$ cat config.mk
export PLATFORM = sky130hd
export DESIGN_NAME = fetch_prefetch_buffer
export DESIGN_NICKNAME = d
export VERILOG_FILES = /design/src/rtl/fetch_prefetch_buffer.sv
export SDC_FILE = /design/constraint.sdc
export NUM_CORES = 1
export LEC_CHECK = 0
export CORE_ASPECT_RATIO = 0.75
export CORE_MARGIN = 3
export CORE_UTILIZATION = 40
export CTS_CLUSTER_SIZE = 16
export DETAILED_ROUTE_END_ITERATION = 16
export GPL_ROUTABILITY_DRIVEN = 0
export GPL_TIMING_DRIVEN = 0
export PLACE_DENSITY_LB_ADDON = 0.15
export SYNTH_ARGS = -nofsm -noshare
export SYNTH_HDL_FRONTEND = slang
export SYNTH_SLANG_ARGS = --single-unit
export TNS_END_PERCENT = 20
$ cat constraint.sdc
create_clock -name i_clk -period 5.85 [get_ports i_clk]
set_clock_uncertainty 0.2 [all_clocks]
set_input_delay 1.17 -clock i_clk [delete_from_list [all_inputs] [get_ports i_clk]]
set_output_delay 1.17 -clock i_clk [all_outputs]
set_load 0.005 [all_outputs]
$ cat src/rtl/fetch_prefetch_buffer.sv
// Instruction-fetch front end: sequential PC generation, {pc, instr} prefetch FIFO, decode handshake.
// Optional macro PREFETCH_BYPASS_EN forwards a fetched word straight to decode when the FIFO is empty.
module fetch_prefetch_buffer #(
  parameter int          DEPTH    = 4,
  parameter logic [31:0] RESET_PC = 32'h0000_0000
) (
  input  logic                     i_clk,
  input  logic                     i_rst,
  output logic                     o_imem_req,
  output logic [31:0]              o_imem_addr,
  input  logic                     i_imem_gnt,
  input  logic [31:0]              i_imem_rdata,
  input  logic                     i_redirect_valid,
  input  logic [31:0]              i_redirect_pc,
  output logic                     o_id_valid,
  input  logic                     i_id_ready,
  output logic [31:0]              o_id_instr,
  output logic [31:0]              o_id_pc,
  output logic [$clog2(DEPTH):0]   o_fifo_count
);

  localparam int PW = $clog2(DEPTH);
  localparam int CW = PW + 1;

  typedef enum logic [1:0] {BOOT, RUN, FLUSH} state_t;

  state_t        r_state;
  logic [31:0]   r_fetchPc;
  logic [PW-1:0] r_wrPtr;
  logic [PW-1:0] r_rdPtr;
  logic [CW-1:0] r_count;
  logic [31:0]   r_pcMem    [DEPTH];
  logic [31:0]   r_instrMem [DEPTH];

  logic w_empty;
  logic w_full;
  logic w_req;
  logic w_push;
  logic w_bufValid;
  logic w_bypass;
  logic w_pushBuf;
  logic w_popBuf;

  assign w_empty    = (r_count == '0);
  assign w_full     = (r_count == CW'(DEPTH));
  assign w_req      = (r_state == RUN) && !i_redirect_valid && !w_full;
  assign w_push     = w_req && i_imem_gnt;
  assign w_bufValid = !w_empty && (r_state != FLUSH);

`ifdef PREFETCH_BYPASS_EN
  // w_push already implies RUN and no redirect
  assign w_bypass = w_empty && w_push;
`else
  assign w_bypass = 1'b0;
`endif

  // A bypassed word taken by decode this cycle never enters storage
  assign w_pushBuf = w_push && !(w_bypass && i_id_ready);
  assign w_popBuf  = w_bufValid && i_id_ready && !i_redirect_valid;

  assign o_imem_req   = w_req;
  assign o_imem_addr  = r_fetchPc;
  assign o_fifo_count = r_count;
  assign o_id_valid   = w_bufValid || w_bypass;

  always_comb begin
    o_id_instr = 32'h0;
    o_id_pc    = 32'h0;
    if (w_bypass) begin
      o_id_instr = i_imem_rdata;
      o_id_pc    = r_fetchPc;
    end else if (!w_empty) begin
      o_id_instr = r_instrMem[r_rdPtr];
      o_id_pc    = r_pcMem[r_rdPtr];
    end
  end

  always_ff @(posedge i_clk) begin
    if (w_pushBuf && !i_rst) begin
      r_pcMem[r_wrPtr]    <= r_fetchPc;
      r_instrMem[r_wrPtr] <= i_imem_rdata;
    end
  end

  // Redirect outranks every other update, including the BOOT -> RUN step
  always_ff @(posedge i_clk or posedge i_rst) begin
    if (i_rst) begin
      r_state   <= BOOT;
      r_fetchPc <= RESET_PC;
      r_wrPtr   <= '0;
      r_rdPtr   <= '0;
      r_count   <= '0;
    end else if (i_redirect_valid) begin
      r_state   <= FLUSH;
      r_fetchPc <= {i_redirect_pc[31:2], 2'b00};
      r_wrPtr   <= '0;
      r_rdPtr   <= '0;
      r_count   <= '0;
    end else begin
      case (r_state)
        BOOT:    r_state <= RUN;
        FLUSH:   r_state <= RUN;
        default: r_state <= RUN;
      endcase
      if (w_push) begin
        r_fetchPc <= r_fetchPc + 32'd4;
      end
      if (w_pushBuf) begin
        r_wrPtr <= r_wrPtr + PW'(1);
      end
      if (w_popBuf) begin
        r_rdPtr <= r_rdPtr + PW'(1);
      end
      case ({w_pushBuf, w_popBuf})
        2'b10:   r_count <= r_count + CW'(1);
        2'b01:   r_count <= r_count - CW'(1);
        default: r_count <= r_count;
      endcase
    end
  end

endmodule
# After elaboration in Yosys (flattened, before gate mapping)
# Memory sizes are Yosys's and may differ from the RTL's.
# Cells that the tools add are included.
[op_classes] addsub=5 eq_ne=5 mux=13 n_reduce_logical=15
[op_table] cell="32-bit two-way mux" n=4
[op_table] cell="32-bit by 3-bit adder with 32-bit output, second input constant" n=1
[op_table] cell="2-bit two-way mux" n=5
[op_table] cell="1-bit logical AND" n=7
[op_table] cell="3-bit one-hot mux with 2 select lines" n=1
[op_table] cell="2-bit by 1-bit adder with 2-bit output, second input constant" n=2
[op_table] cell="2-bit by 1-bit == test with 1-bit output, second input constant" n=2
[op_table] cell="1-bit logical NOT" n=4
[op_table] cell="2-bit nonzero test" n=2
[op_table] cell="3-bit by 1-bit adder with 3-bit output, second input constant" n=1
[op_table] cell="3-bit == test, second input constant" n=1
[op_table] cell="3-bit logical NOT" n=1
[op_table] cell="3-bit two-way mux" n=1
[op_table] cell="3-bit nonzero test" n=1
[op_table] cell="3-bit by 1-bit subtractor with 3-bit output, second input constant" n=1
[op_table] cell="2-bit == test, second input constant" n=1
[op_table] cell="1-bit two-way mux" n=2
[op_table] cell="2-bit inequality test, second input constant" n=1
[word_totals] ff_bits=41 ram_bits=256 inputBits=69 out_inout_bits=101 word_cells=45 mem_count=2
[memory_table] name="r_instrMem" depth=4 width=32 rd=1 rd_ports_with_merged_regs=0 write_ports=1 line="33" rtl="logic [31:0] r_instrMem [DEPTH];"
[memory_table] name="r_pcMem" depth=4 width=32 rd=1 rd_ports_with_merged_regs=0 write_ports=1 line="32" rtl="logic [31:0] r_pcMem [DEPTH];"

# Logic depth before layout (Yosys ltp)
# Gate-level depths: netlist (run 1).
[logic_depth] word_depth=8 mapped_depth=11 ltp_nobuf=8

# Least setup slack after synthesis (run 1)
# No wires, ideal clock.
[synth_path] kind="input port to flip-flop" from="in i_redirect_valid" to="mem r_instrMem[0][0], enable pin" setup_time_ns=0.427 arrival_ns=3.921 t_required_ns=5.223 slack_ns=1.302 cell_stages=6 path_buffers=3 path_cell_list="clkbuf_1 nand4bb_1 nor2_1 clkbuf_1 clkbuf_1 and3_1"
[synth_between] elab_chain_len=7
[synth_rtl] element="from (decl)" line="13" rtl="input logic i_redirect_valid,"
[synth_rtl] element="1-bit logical NOT" line="46" rtl="assign w_req = (r_state == RUN) && !i_redirect_valid && !w_full;"
[synth_rtl] element="1-bit logical AND (2 in a row)" line="46"
[synth_rtl] element="1-bit logical AND" line="47" rtl="assign w_push = w_req && i_imem_gnt;"
[synth_rtl] element="1-bit logical AND" line="79" rtl="if (w_pushBuf && !i_rst) begin"
[synth_rtl] element="1-bit two-way mux" line="79"
[synth_rtl] element="1-bit two-way mux (not written as such)" line="81" rtl="r_instrMem[r_wrPtr] <= i_imem_rdata;"
[synth_rtl] element="to (decl)" line="33"
# Every way passes these cells.

# Worst setup path in the final report (run 1)
[layout_path] from="reg r_count[0] (netlist: o_fifo_count[0])" to="out o_id_pc[24]"
[layout_between] elab_chain_len=2
[layout_rtl] element="from (decl)" line="31" rtl="logic [CW-1:0] r_count;"
[layout_rtl] element="from (signal assigned)" line="115" rtl="2'b10: r_count <= r_count + CW'(1);"
[layout_rtl] element="from (signal assigned)" line="116" rtl="2'b01: r_count <= r_count - CW'(1);"
[layout_rtl] element="from (signal assigned)" line="117" rtl="default: r_count <= r_count;"
[layout_rtl] element="3-bit logical NOT" line="44" rtl="assign w_empty = (r_count == '0);"
[layout_rtl] element="32-bit two-way mux" line="72" rtl="end else if (!w_empty) begin"
[layout_rtl] element="to (decl)" line="18" rtl="output logic [31:0] o_id_pc,"
# Every way passes these cells.

==> results of run 1 <==
area by class of cell:
class | count | area (um^2) | area share (%)
plain buffers | 38 | 166.4 | 1.115
clock buffers | 42 | 837.1 | 5.611
clock inverters | 13 | 115.1 | 0.7716
inverters | 5 | 18.77 | 0.1258
multi-input cells | 335 | 3134 | 21.01
flip-flops and latches | 287 | 8423 | 56.46
well taps | 385 | 481.7 | 3.229
repair buffers | 167 | 1742 | 11.67
metal layers:
metal	vias up	track usage, %	part of all wire (%)
li1	3045	-	-
met1	3511	26.68	45
met2	275	27.98	47
met3	32	3.577	6.7
met4	0	3.767	1.6
met5	-	0	0
how the worst max path moves through the flow:
stage	slack, ns	to
3_3_place_gp	-0.90	r_instrMem[0][19]
5_1_grt	1.05	o_id_instr[1]
2_1_floorplan	1.30	r_instrMem[0][0]
6_report	1.30	o_id_pc[24]
4_1_cts	1.20	o_id_instr[1]
3_5_place_dp	1.03	r_instrMem[1][19]
worst max-delay path, delay by kind of cell, from the launching register on:
| kind | cells | cell delay [ns] |
|---|---|---|
| buffers and inverters | 3 | 1.74 |
| DFF | 1 | 0.46 |
| and+or+nand+nor | 2 | 0.42 |
sequential cells by signal, summed over array words and instances, names as in the netlist:
| name | flops |
|---|---|
| r_rdPtr | 2 |
| r_wrPtr | 2 |
| o_fifo_count | 3 |
| r_pcMem | 120 |
| o_imem_addr | 30 |
| r_state | 2 |
| r_instrMem | 128 |
where the power goes:
group          total, mW  switching, mW  internal, mW  leakage (nW)
clock               1.83          0.753          1.08         0.461
sequential          2.33         0.0663          2.27          2.72
combinational      0.490          0.213         0.278          1.75
total               4.66           1.03          3.63          4.93
synthesized netlist by cell type (3+ instances only):
library cell / n / area, um^2
edfxtp_1: 248 / 7447
and2_1: 66 / 412.9
mux4_2: 62 / 1396
dfrtp_1: 39 / 975.9
nand2_1: 37 / 138.9
clkbuf_1: 27 / 101.4
o21ai_0: 20 / 100.1
nand3_1: 19 / 95.09
nor2_1: 18 / 67.56
nand4_1: 11 / 68.82
and3_1: 10 / 62.56
buf_2: 7 / 35.03
or3_1: 7 / 43.79
a221o_1: 6 / 60.06
a31oi_1: 6 / 37.54
nor3_1: 6 / 30.03
ha_1: 5 / 62.56
o211ai_1: 5 / 37.54
o311ai_0: 5 / 43.79
buf_4: 4 / 30.03
inv_1: 4 / 15.01
nor4_1: 4 / 25.02
xor2_1: 4 / 35.03
a32oi_1: 3 / 26.28
mux2i_1: 3 / 30.03
nor3b_1: 3 / 22.52
o31ai_1: 3 / 22.52
kinds of logic (layout without fill, tap and decap cells):
family,count (synthesis),count (layout)
and+or+nand+nor,199,199
other,1,4
xor gates and xnor gates,6,6
adders and majority gates,6,6
AOI/OAI and AO/OA,54,54
buffers and inverters,43,265
DFF,287,287
muxes,66,66
through the flow:
stage,power [mW],setup WS [ns],hold slack [ns]
5_1_grt,4.841,1.048,0.4172
3_5_place_dp,2.876,1.032,0.3627
3_3_place_gp,2.863,-0.9008,0.3279
4_1_cts,4.711,1.196,0.3708
6_report,4.657,1.297,0.3696
2_1_floorplan,2.564,1.302,0.3132
==> flow_metrics.tcl, run 1 <==
set metrics [dict create \
    run_status "finished, final reports clean" \
    drtIter0Drc 502 \
    cp_max_fo 10 \
    drv_cap 0 \
    port_buffers 163 \
    coreArea_mm2 0.02845 \
    path_class "reg -> out" \
    cts.htree.levels 1 \
    die-area_mm2 0.03139 \
    critPathSlowestCell "clkbuf_1" \
    synth_edf_count 248 \
    fmax_mhz 219.7 \
    cts_tree "done" \
    initial_core_util_pct 41.17 \
    fin_util_pct 52.44 \
    ff2ff_setup_slack_ns 2.44 \
    routed_via_density 5.395 \
    die_w_um 203.6 \
    post_drt_wl_per_cell_um 22.30 \
    async_flop_share_pct 13.59 \
    ios 170 \
    required_ns 4.48 \
    reg2reg_from "o_fifo_count[2]" \
    dr.pass1.iters 5 \
    muxShareOfSynthArea_pct 12.28 \
    ys.flop_type "edfxtp_1" \
    final_cell_mix "248 x edfxtp_1, 163 x clkdlybuf4s50_1, 66 x and2_1" \
    worst_pin_slew_ns 1.063 \
    critPathLaunchType "flip-flop" \
    drive_gt1_share_pct 14.99 \
    synth_top_family_by_area "multiplexers" \
    fin_area_mm2 0.01492 \
    cp-end-kind "output port" \
    wl_um 28360 \
    min_period_ns 4.553 \
    drv_slew 0 \
    crit_path_max_incr_delay_ns 0.78 \
    min_path_cells 1 \
    grt_overflow_total 0 \
    ys_types 49 \
    post_cts_buffers 0 \
    holdBufCountCts 0 \
    synth_area_mm2 0.01171 \
    final_cells 1272 \
    root_buffer "clkbuf_16" \
    numCtsBuffers 30 \
    insertion_delay_ns 0.54 \
    min_path_type "reg -> reg" \
    final.setup.tns_ns 0 \
    synthXorXnorAreaFrac_pct 0.4487 \
    diodes 0 \
    final-setup-viol-count 0 \
    synth_seq_cells 287 \
    clk_path_buf_depth 3 \
    drc 0 \
    grt_usage_pct 17.98 \
    worst_r2r_path_depth 6 \
    grt_setup_unrepaired "no" \
    min_period_over_period_pct 77.82 \
    post_synth.cell_area_avg_um2 17.69 \
    crit_chain "or3_1, clkbuf_1, clkbuf_1, and2_1, clkdlybuf4s50_1" \
    row_count 53 \
    synth-simple-area-share_pct 9.872 \
    syn_inst 662 \
    yosys.area_share.adder_pct 0.7051 \
    reg2reg_to "r_instrMem[1][13]" \
    grt_pass1_vias 7119 \
    vias 6863 \
    ant_nets 0 \
    antenna_found_initial 1 \
    seq_area_frac_synth_pct 71.92 \
    area_delta_synth_final_pct 27.38 \
    grt_max_degree 44 \
    synth_compound_area_share_pct 3.162 \
    dpl.cell_count 1217 \
    grt_pass1_wl_um 43320 \
    min_to "r_wrPtr[0]" \
    fillers 2284 \
    leakage_nw 4.929 \
    clk_pin_slew_ns 0.06 \
    die-height_um 154.2 \
    max-vdd-ir-drop_uv 196.9 \
    place_area_mm2 0.01397 \
    yosysWarningCount 0 \
    numClockSinks 287 \
    slew_headroom_pct 29.17 \
    crit_path_start "o_fifo_count[0]" \
    power.density_mw_per_mm2 312.2 \
    hpwl_um 18890 \
    mostFrequentLayoutCell "edfxtp_1" \
    hold_violations 0 \
    final_nets 939 \
    hold_start "r_wrPtr[0]" \
    cts_resized 0 \
    cpMostUsedCell "clkbuf_1" \
    arrival_ns 3.18 \
]
Power figures use the tool's default switching activity.
==> run 2, diff against run 1 <==
Clock period 5.85 ns to 4.6 ns, I/O delays scaled along.
==> results of run 2 <==
The final DEF is identical to that of run 1. Status: finished, final reports clean.
Among the figures that moved: setup slack after placement 1.032 ns -> 0.03202 ns; setup slack after layout 1.297 ns -> 0.2974 ns; register-to-register setup slack 2.44 ns -> 1.19 ns; total power 4.657 mW -> 5.923 mW; worst IR drop on VDD 196.9 uV -> 250.4 uV
==> run 3, diff against run 2 <==
Settings changed: CTS_BUF_LIST from default to sky130_fd_sc_hd__clkbuf_16, CTS_CLUSTER_DIAMETER from default to 150, RECOVER_POWER from default to 25.
==> run 3 against run 2 <==
Against the previous run:
- hold slack worse by 0.0016 ns
- first-iteration DRC count up 8.8%
- register-to-register slack about the same
- flip-flop and latch count unchanged
- critical path type unchanged
==> flow_metrics.tcl, run 3 (synthesis gave the netlist of run 1 again) <==
set metrics [dict create \
    arrival_ns 3.16 \
    total_power_mw 5.267 \
    regArea_mm2 0.008423 \
    grt_overflow_total 0 \
    grt_pass1_wl_um 42970 \
    run_status "finished, final reports clean" \
    dpl.cell_count 1217 \
    routed_via_density 5.347 \
    initial_core_util_pct 41.17 \
    final-setup-viol-count 0 \
    min_path_type "reg -> reg" \
    drtIter0Drc 546 \
    final_cell_mix "248 x edfxtp_1, 150 x clkdlybuf4s50_1, 66 x and2_1" \
    required_ns 3.48 \
    cts_resized 0 \
    place_area_mm2 0.01397 \
    post_cts_buffers 0 \
    drc 0 \
    grt_setup_unrepaired "no" \
    ant_nets 0 \
    clk_path_buf_depth 3 \
    cts.htree.levels 1 \
    min_period_ns 4.281 \
    grt_usage_pct 17.86 \
    final_cells 1255 \
    die_w_um 203.6 \
    final_nets 930 \
    die-height_um 154.2 \
    drv_slew 0 \
    diodes 0 \
    row_count 53 \
    die-area_mm2 0.03139 \
    fmax_mhz 233.6 \
    power.density_mw_per_mm2 361.8 \
    area_delta_synth_final_pct 24.33 \
    vias 6710 \
    slew_headroom_pct 27.98 \
    drv_cap 0 \
    root_buffer "clkbuf_16" \
    numCtsBuffers 21 \
    dr.pass1.iters 5 \
    leakage_nw 4.820 \
    hold_violations 0 \
    hpwl_um 18890 \
    wl_um 28210 \
    insertion_delay_ns 0.52 \
    mostFrequentLayoutCell "edfxtp_1" \
    max-vdd-ir-drop_uv 221.1 \
    drive_gt1_share_pct 12.99 \
    antenna_found_initial 0 \
    fin_util_pct 51.18 \
    clk_pin_slew_ns 0.07 \
    min_period_over_period_pct 93.07 \
    critPathLaunchType "flip-flop" \
    cts_tree "done" \
    path_class "reg -> out" \
    worst_pin_slew_ns 1.080 \
    cp-end-kind "output port" \
    fin_area_mm2 0.01456 \
    multi_input_area_mm2 0.003134 \
    grt_pass1_vias 7017 \
    ios 170 \
    grt_max_degree 44 \
    cp_max_fo 10 \
    numClockSinks 287 \
    largest_register_ffs 128 \
    fillers 2322 \
    post_drt_wl_per_cell_um 22.48 \
    coreArea_mm2 0.02845 \
    max_flop_register "r_instrMem" \
    holdBufCountCts 0 \
    port_buffers 163 \
]
-- run 3: cell types whose count changed in the layout (fill, tap and decap cells not counted) --
| cell | change |
|---|---|
| bufinv_16 | -2 |
| dlygate4sd3_1 | +13 |
| inv_6 | +1 |
| clkinv_1 | -4 |
| clkbuf_1 | -9 |
| inv_1 | +16 |
| clkbuf_8 | -2 |
| clkdlybuf4s50_1 | -13 |
| clkinv_2 | -5 |
| clkbuf_16 | -10 |
| clkinvlp_4 | -2 |
-- run 3: stage by stage --
stage / worst slack, ns / setup TNS [ns] / hold WS [ns]
after floorplan: 0.3023 / 0 / 0.3132
after global placement: -1.901 / -467.14 / 0.3279
after detailed placement: 0.03202 / 0 / 0.3627
after CTS: 0.2103 / 0 / 0.3728
after global routing: 0.06093 / 0 / 0.4194
final: 0.3189 / 0 / 0.3680
-- run 3: final timing paths --
kind	end	cells after the start	slack, ns	from
setup / recovery	o_id_pc[30]	5	0.32	r_rdPtr[0]
hold / removal	r_wrPtr[0]	1	0.37	r_wrPtr[0]
setup reg to reg	r_instrMem[1][19]	6	1.18	o_fifo_count[2]
hold reg to reg	r_wrPtr[0]	1	0.37	r_wrPtr[0]
max in group asynchronous	r_wrPtr[1]	2	2.90	i_rst
min in group asynchronous	o_imem_addr[25]	2	0.72	i_rst
-- run 3: critical path: stages, from the launching register on --
cell             delay [ns]
dfrtp_1                0.33
clkbuf_1               0.58
buf_2                  0.51
mux4_2                 0.56
and2_1                 0.20
clkdlybuf4s50_1        0.45
-- run 3: final cells by class --
cell class              count  share of cell area [%]
well taps                 385                   3.308
plain buffers              38                   1.143
repair buffers            167                   11.96
multi-input cells         335                   21.53
inverters                   5                  0.1289
clock buffers              21                   3.609
flip-flops and latches    287                   57.85
clock inverters            17                  0.4726
-- run 3: layer usage --
metal,global-route usage (%),share of wire [%],wire (um),vias up
li1,-,-,-,3017
met1,26.47,45,12700,3443
met2,28.03,47,13280,226
met3,3.493,6.4,1799,24
met4,3.439,1.5,433,0
met5,0,0,0,-
-- run 3: power by group --
group / leakage (nW) / internal (mW) / total [mW] / switching (mW)
logic: 1.75 / 0.351 / 0.623 / 0.272
clock network: 0.349 / 0.830 / 1.68 / 0.850
registers: 2.72 / 2.88 / 2.96 / 0.0840
